<file path="config.mk">
export PLATFORM = sky130hd
export DESIGN_NAME = cavlc_bit_buffer
export DESIGN_NICKNAME = d
export VERILOG_FILES = /design/src/rtl/cavlc_pkg.sv /design/src/rtl/cavlc_lshift.sv /design/src/rtl/cavlc_bit_buffer.sv
export SDC_FILE = /design/constraint.sdc
export NUM_CORES = 1
export LEC_CHECK = 0
export BUFFER_PORTS_ARGS = -buffer_cell sky130_fd_sc_hd__buf_2
export CAP_MARGIN = 25
export CORE_MARGIN = 1.5
export CORE_UTILIZATION = 35
export CTS_CLUSTER_SIZE = 12
export DETAILED_ROUTE_END_ITERATION = 16
export HOLD_SLACK_MARGIN = 0.15
export PLACE_DENSITY = 0.55
export SLEW_MARGIN = 30
export SYNTH_ARGS = -nofsm -noshare
export SYNTH_HDL_FRONTEND = slang
export SYNTH_SLANG_ARGS = --single-unit
export TNS_END_PERCENT = 30
</file>
<file path="constraint.sdc">
create_clock -name Clk -period 4.98 [get_ports Clk]
set_input_delay 0.996 -clock Clk [delete_from_list [all_inputs] [get_ports Clk]]
set_output_delay 0.996 -clock Clk [all_outputs]
set_load 0.01 [all_outputs]
</file>
<file path="src/rtl/cavlc_pkg.sv">
// cavlc_pkg: shared widths and types for the CAVLC bitstream front end.
package cavlc_pkg;
  localparam int WORD_W = 32;
  localparam int WIN_W  = 16;
  localparam int BUF_W  = 64;
  typedef logic [4:0] shamt_t;
  typedef logic [6:0] bitcnt_t;
endpackage

</file>
<file path="src/rtl/cavlc_lshift.sv">
// cavlc_lshift: combinational logical left barrel shifter, one mux stage per shamt bit.
module cavlc_lshift
  import cavlc_pkg::*;
(
  input  logic [BUF_W-1:0] data,
  input  logic [5:0]       shamt,
  output logic [BUF_W-1:0] result
);
  logic [BUF_W-1:0] stage [7];
  assign stage[0] = data;
  for (genvar i = 0; i < 6; i++) begin : g_stage
    assign stage[i+1] = shamt[i] ? (stage[i] << (1 << i)) : stage[i];
  end
  assign result = stage[6];
endmodule

</file>
<file path="src/rtl/cavlc_bit_buffer.sv">
// cavlc_bit_buffer: 64-bit MSB-aligned bit store feeding a 16-bit look-ahead window
// to the coefficient-token decoder, with word loads and 0..16-bit consumes per cycle.
module cavlc_bit_buffer
  import cavlc_pkg::*;
#(
  parameter int CNT_W = 24
) (
  input  logic              Clk,
  input  logic              Reset,
  input  logic              Flush,
  input  logic [WORD_W-1:0] InData,
  input  logic              InValid,
  output logic              InReady,
  output logic [WIN_W-1:0]  Window,
  output logic              WindowValid,
  input  logic              ShiftEn,
  input  shamt_t            NumShift,
  output logic [CNT_W-1:0]  BitsConsumed,
  output logic              ShiftErr
);
  logic [BUF_W-1:0] bitBuf, shifted, aligned;
  bitcnt_t          bitCnt, remain;
  logic [CNT_W-1:0] consumed;
  logic             err, load, badShift;
  shamt_t           shamt;
  assign WindowValid  = bitCnt >= 7'd16;
  assign InReady      = bitCnt <= 7'd32;
  assign Window       = bitBuf[BUF_W-1 -: WIN_W];
  assign BitsConsumed = consumed;
  assign ShiftErr     = err;
  always_comb begin
    shamt    = (ShiftEn && WindowValid) ? ((NumShift > 5'd16) ? 5'd16 : NumShift) : 5'd0;
    badShift = ShiftEn && (!WindowValid || NumShift > 5'd16);
    load     = InValid && InReady;
    remain   = bitCnt - {2'b00, shamt};
  end
  cavlc_lshift uConsume (
    .data  (bitBuf),
    .shamt ({1'b0, shamt}),
    .result(shifted)
  );
  // Word sits in the low half and is lifted so its MSB lands just after the remainder.
  cavlc_lshift uAlign (
    .data  ({{(BUF_W-WORD_W){1'b0}}, InData}),
    .shamt (6'(7'd32 - remain)),
    .result(aligned)
  );
  always_ff @(posedge Clk or posedge Reset) begin
    if (Reset) begin
      bitBuf   <= '0;
      bitCnt   <= '0;
      consumed <= '0;
      err      <= 1'b0;
    end else if (Flush) begin
      bitBuf <= '0;
      bitCnt <= '0;
      err    <= 1'b0;
    end else begin
      bitBuf   <= shifted | (load ? aligned : '0);
      bitCnt   <= remain + (load ? 7'd32 : 7'd0);
      consumed <= consumed + CNT_W'(shamt);
      if (badShift) err <= 1'b1;
    end
  end
endmodule

</file>
Yosys cells after proc, flatten, opt, wreduce, memory -nomap -nowiden
Index checks and enable logic that the tools add are counted.
{"block": "totals", "ff_bits": 96, "in_bits": 42, "output_inout_bits": 43, "elab_cells": 37}
{"block": "op_classes", "add_sub_neg": 4, "n_lt_le_gt_ge": 3, "muxes": 19, "bitwise": 1, "reduce_logical": 6}
{"cell": "$mux W64", "count": 12}
{"cell": "$or A64 B64 Y64", "count": 1}
{"cell": "$mux W33", "count": 1}
{"cell": "$add A24 B5 Y24", "count": 1}
{"cell": "$mux W5", "count": 2}
{"cell": "$add A7 B6 Y7", "count": 1}
{"cell": "$ge A7 B5 Y1 const B", "count": 1}
{"cell": "$le A7 B6 Y1 const B", "count": 1}
{"cell": "$mux W7", "count": 1}
{"cell": "$sub A7 B5 Y7", "count": 1}
{"cell": "$mux W6", "count": 1}
{"cell": "$sub A6 B6 Y6 const A", "count": 1}
{"cell": "$gt A5 B5 Y1 const B", "count": 1}
{"cell": "$logic_and A1 B1 Y1", "count": 3}
{"cell": "$mux W1", "count": 2}
{"cell": "$reduce_bool A2 Y1", "count": 1}
{"cell": "$logic_not A1 Y1", "count": 1}
{"cell": "$logic_or A1 B1 Y1", "count": 1}

Depth between registers and ports, before layout
{"block": "depth", "ltp_word": 14, "ltp_mapped": 21}

Modules after synthesis
From an unflattened synthesis, not the netlist that was laid out.
{"block": "unflattened", "cells_unflattened": 1291, "hier_area_um2": 13006.2}
{"mod": "cavlc_lshift", "instances": 2, "cells_each": 474, "area_each_um2": 4317.9, "seq_area_each_um2": 0.0}
{"mod": "cavlc_bit_buffer", "instances": 1, "cells_each": 343, "area_each_um2": 4370.4, "seq_area_each_um2": 2402.3}

Least setup slack after synthesis
OpenSTA, ideal clock, no wires.
{"block": "synth_path", "path_kind": "input-to-reg", "start": "in ShiftEn", "end": "reg bitBuf[56]", "setup_time_ns": 0.082, "arrival_ns": 4.808, "required_time_ns": 4.898, "slack_ns": 0.090, "cell_stages": 19, "path_buffers": 6, "cell_sequence": "buf_2 -> and3b_1 -> buf_2 -> nand2_1 -> inv_1 -> buf_2 -> ha_1 -> inv_1 -> fa_1 -> inv_1 -> ha_1 -> buf_2 -> buf_2 -> buf_2 -> nand3b_1 -> or2_2 -> mux4_2 -> o32a_1 -> a31oi_1"}
{"block": "synth_between", "elab_chain_cells": 13, "elab_cells_between_ends": 18}
{"element": "start: declaration", "line": "cavlc_bit_buffer.sv:16", "text": "input logic ShiftEn,"}
{"element": "$logic_and A1 B1 Y1 *", "line": "cavlc_bit_buffer.sv:32", "text": "shamt = (ShiftEn && WindowValid) ? ((NumShift > 5'd16) ? 5'd16 : NumShift) : 5'd0;"}
{"element": "$mux W5 *", "line": "cavlc_bit_buffer.sv:32"}
{"element": "$sub A7 B5 Y7", "line": "cavlc_bit_buffer.sv:35", "text": "remain = bitCnt - {2'b00, shamt};"}
{"element": "$sub A6 B6 Y6", "line": "cavlc_bit_buffer.sv:45", "text": ".shamt (6'(7'd32 - remain)),"}
{"element": "$mux W33", "line": "cavlc_lshift.sv:12", "text": "assign stage[i+1] = shamt[i] ? (stage[i] << (1 << i)) : stage[i];"}
{"element": "$mux W64 (5 in series)", "line": "cavlc_lshift.sv:12"}
{"element": "$mux W64", "line": "cavlc_bit_buffer.sv:59", "text": "bitBuf <= shifted | (load ? aligned : '0);"}
{"element": "$or A64 B64 Y64 *", "line": "cavlc_bit_buffer.sv:59"}
{"element": "$mux W64 *", "line": "cavlc_bit_buffer.sv:54", "text": "end else if (Flush) begin"}
{"element": "end signal: assignment", "line": "cavlc_bit_buffer.sv:59"}
{"element": "end: declaration", "line": "cavlc_bit_buffer.sv:21", "text": "logic [BUF_W-1:0] bitBuf, shifted, aligned;"}
Mark *: on every way between the ends. The rest lies on a longest branch, timed or not.
A chain may end at the register's enable or synchronous reset.

Final worst setup path
{"block": "layout_path", "start": "in NumShift[4]", "end": "reg bitBuf[23]"}
{"block": "layout_between", "elab_chain_cells": 14, "elab_cells_between_ends": 19}
{"element": "start: declaration", "line": "cavlc_bit_buffer.sv:17", "text": "input shamt_t NumShift,"}
{"element": "$gt A5 B5 Y1", "line": "cavlc_bit_buffer.sv:32"}
{"element": "$mux W5 * (2 in series)", "line": "cavlc_bit_buffer.sv:32"}
{"element": "$sub A7 B5 Y7", "line": "cavlc_bit_buffer.sv:35"}
{"element": "$sub A6 B6 Y6", "line": "cavlc_bit_buffer.sv:45"}
{"element": "$mux W33", "line": "cavlc_lshift.sv:12"}
{"element": "$mux W64 (5 in series)", "line": "cavlc_lshift.sv:12"}
{"element": "$mux W64", "line": "cavlc_bit_buffer.sv:59"}
{"element": "$or A64 B64 Y64 *", "line": "cavlc_bit_buffer.sv:59"}
{"element": "$mux W64 *", "line": "cavlc_bit_buffer.sv:54"}
Marks and branches as above.

==> flow_metrics.env <==
export IMPL_dr_pass1_iters=12
export IMPL_track_usage=0.275
export IMPL_number_of_setup_violations_in_the_final_report=0
export IMPL_path_depth=18
export IMPL_max_slew_margin_rel=0.432
export IMPL_critPathMaxStageDelay_ns=0.54
export IMPL_flow_area_growth_from_synthesis_pct=12.6
export IMPL_max_cap_violations=0
export IMPL_clk_pin_slew_ns=0.08
export IMPL_worst_clock_skew_ns=0.0147
export IMPL_fin_crit_sh=0.960
export IMPL_wl_per_cell_um=25.0
export IMPL_detail_route_wirelength_mm=45.5
export IMPL_ys_seq_elements=96
export IMPL_ctsLongestPathBuffers=2
export IMPL_tritoncts_num_sinks=96
export IMPL_die_height_um=180
export IMPL_routabilityCongestion=0.981
export IMPL_first_global_vias=11000
export IMPL_outcome="finished with violations"
export IMPL_syn_num_nets=1418
export IMPL_critPathLaunch="NumShift[4]"
export IMPL_timing_worst_setup_path_type="input pin to flop"
export IMPL_layout_min_cycle_time_ns=4.78
export IMPL_final_net_count=1475
export IMPL_cp_cell_sequence="buf_2 > and3b_1 > nand2_1 > inv_1 > ha_1 > inv_1 > fa_1 > inv_1 > ha_2 > buf_12 > buf_4 > mux4_2 > nand2_1 > nand2_1 > a211oi_1 > a211oi_1 > o21ai_0 > a21oi_1"
export IMPL_avgViaCountPerCell=6.52
export IMPL_final_hold_violation_count=0
export IMPL_tightestPinTransition_ns=0.851
export IMPL_synth_top_cells_by_area="dfrtp_1, mux4_2, mux2i_1"
export IMPL_ys_types=83
export IMPL_grt_overflow_total=0
export IMPL_setup_slack_of_the_worst_register_to_register_path_ns=0.27
export IMPL_rsz0062_at_grt="false"
export IMPL_register_area_sq_mm=0.00240
export IMPL_port_buffers=84
export IMPL_synthArstFlopShare=1.00
export IMPL_final_layout_size_suffix_gt1_frac=0.220
export IMPL_multiInputGateArea_sq_mm=0.00779
export IMPL_grt_antenna_before_repair=0
export IMPL_die_area_sq_mm=0.0325
export IMPL_post_dp_hpwl_mm=34.1
export IMPL_worstReg2RegEnd="bitBuf[33]"
export IMPL_fmaxAchievable_ghz=0.209
export IMPL_final_area_sq_mm=0.0124
export IMPL_synth_top_cells_by_count="nand2_1, dfrtp_1, o21ai_0"
export IMPL_cts_root_buf="clkbuf_16"
export IMPL_worstReg2RegStart="bitCnt[5]"
export IMPL_fp_dieW_um=180
export IMPL_area_share_of_the_leading_cell_type_in_the_synthesized_netlist=0.218
export IMPL_seq_area_frac_synth=0.218
export IMPL_nFillCells=3202
export IMPL_violated_checks="design-rule violations"
export IMPL_synth_largest_area_cell="dfrtp_1"
export IMPL_endpoint_kind="flop"
export IMPL_placement_rows=64
export IMPL_ant_nets=0
export IMPL_timing_hold_ws_ns=0.472
export IMPL_synth_enable_flop_cells=0
export IMPL_drt_initial_drc_count=1613
export IMPL_setup_slack_at_placement_ns=-0.0760
export IMPL_timing_critical_path_max_delay_family="compound AO/OA/AOI/OAI gates"
export IMPL_ys_warn_count=0
export IMPL_h_tree_depth=3
export IMPL_vias=11900
export IMPL_n_antenna_cell=0
export IMPL_critical_path_required_ns=5.19
export IMPL_setup_ws_ns=0.200
export IMPL_r2r_cells=17
export IMPL_first_pass_grt_wire_length_mm=69.6
export IMPL_ios=85
export IMPL_cts_tree="done"
export IMPL_remaining_drc_errors=1
export IMPL_slew_violations=0
export IMPL_fp_coreArea_sq_mm=0.0307
export IMPL_ys_dominant_reg_cell="dfrtp_1"
export IMPL_timing_critical_path_arrival_ns=4.99
export IMPL_post_synthesis_cell_area_sq_mm=0.0110
export IMPL_crit_path_top_delay_cell="fa_1"
export IMPL_maximum_number_of_pins_on_one_net_before_global_route_repair=77
export IMPL_placed_area_sq_mm=0.0121
export IMPL_tns_ns=0
export IMPL_clk_insertion_delay_late_ns=0.37
export IMPL_synthMostInstantiatedCell="nand2_1"
export IMPL_netlist_instances=1362
export IMPL_initial_utilization=0.358
export IMPL_critical_path_n_buffers_inverters=6
export IMPL_holdBufCountCts=0
export IMPL_setup_worst_path_end="bitBuf[23]"
export IMPL_tritoncts_num_buffers=9
export IMPL_hold_class="flop to flop"
export IMPL_postSynthAreaPerCell_sq_um=8.09
export IMPL_path_max_fanout=20
export IMPL_timing_critical_path_from_type="input pin"
[layout by cell type (no fill, tap or decap), types with 25 or more instances in the layout]
cell / count
mux4_2: 36
buf_2: 84
dfrtp_1: 96
mux2_2: 31
inv_1: 25
a21oi_1: 73
o21ai_0: 86
buf_4: 104
mux2i_1: 67
nand3_1: 50
a31oi_1: 41
a211oi_1: 51
nand2_1: 170
nor2_1: 69
nor3_1: 36
o211ai_1: 25
a22oi_1: 34
[worst min path at each step]
stage	start	to	slack, ns	cells after the start
2_1_floorplan	BitsConsumed[23]	BitsConsumed[23]	0.51	1
3_3_place_gp	BitsConsumed[23]	BitsConsumed[23]	0.46	1
3_5_place_dp	BitsConsumed[23]	BitsConsumed[23]	0.47	1
4_1_cts	BitsConsumed[23]	BitsConsumed[23]	0.48	1
5_1_grt	BitsConsumed[23]	BitsConsumed[23]	0.51	1
6_report	BitsConsumed[23]	BitsConsumed[23]	0.47	1
[through the flow]
| step | util | std cells |
|---|---|---|
| global placement | 0.394 | 1804 |
| floorplan | - | 1362 |
| finish | 0.403 | 1820 |
| global route | 0.403 | 1820 |
| detailed placement | 0.394 | 1804 |
| CTS | 0.403 | 1820 |
[cell type report]
cell class	count	share of cell area
clock buffers	9	0.0182
clock inverters	7	0.00444
inverters	27	0.00837
multi-input cells	1090	0.628
flip-flops and latches	96	0.194
well taps	396	0.0399
repair buffers	195	0.107
[registers in the layout (all words and copies together) (netlist names)]
signal        count
ShiftErr          1
bitCnt            7
BitsConsumed     24
bitBuf           64
[cells by family after synthesis]
kind of cell,synth area share
AOI/OAI and AO/OA,0.298
DFF,0.218
adders and majority gates,0.0173
xor gates and xnor gates,0.0314
and+or+nand+nor,0.192
buffers and inverters,0.0763
muxes,0.167
[timing repair]
action,CTS,global route
endpoints found under the setup margin,0,2
setup buffers,0,0
resized for setup,0,1
[routing by layer]
layer | GRT usage | vias to the layer above | routed length, um
li1 | - | 5299 | -
met1 | 0.393 | 5769 | 19600
met2 | 0.417 | 689 | 20100
met3 | 0.0416 | 107 | 4140
met4 | 0.102 | 0 | 1650
met5 | 0 | - | 0
Power is left out: the tool's default activity adds up to more than one toggle a clock period on the data nets, which glitch-free logic cannot reach.
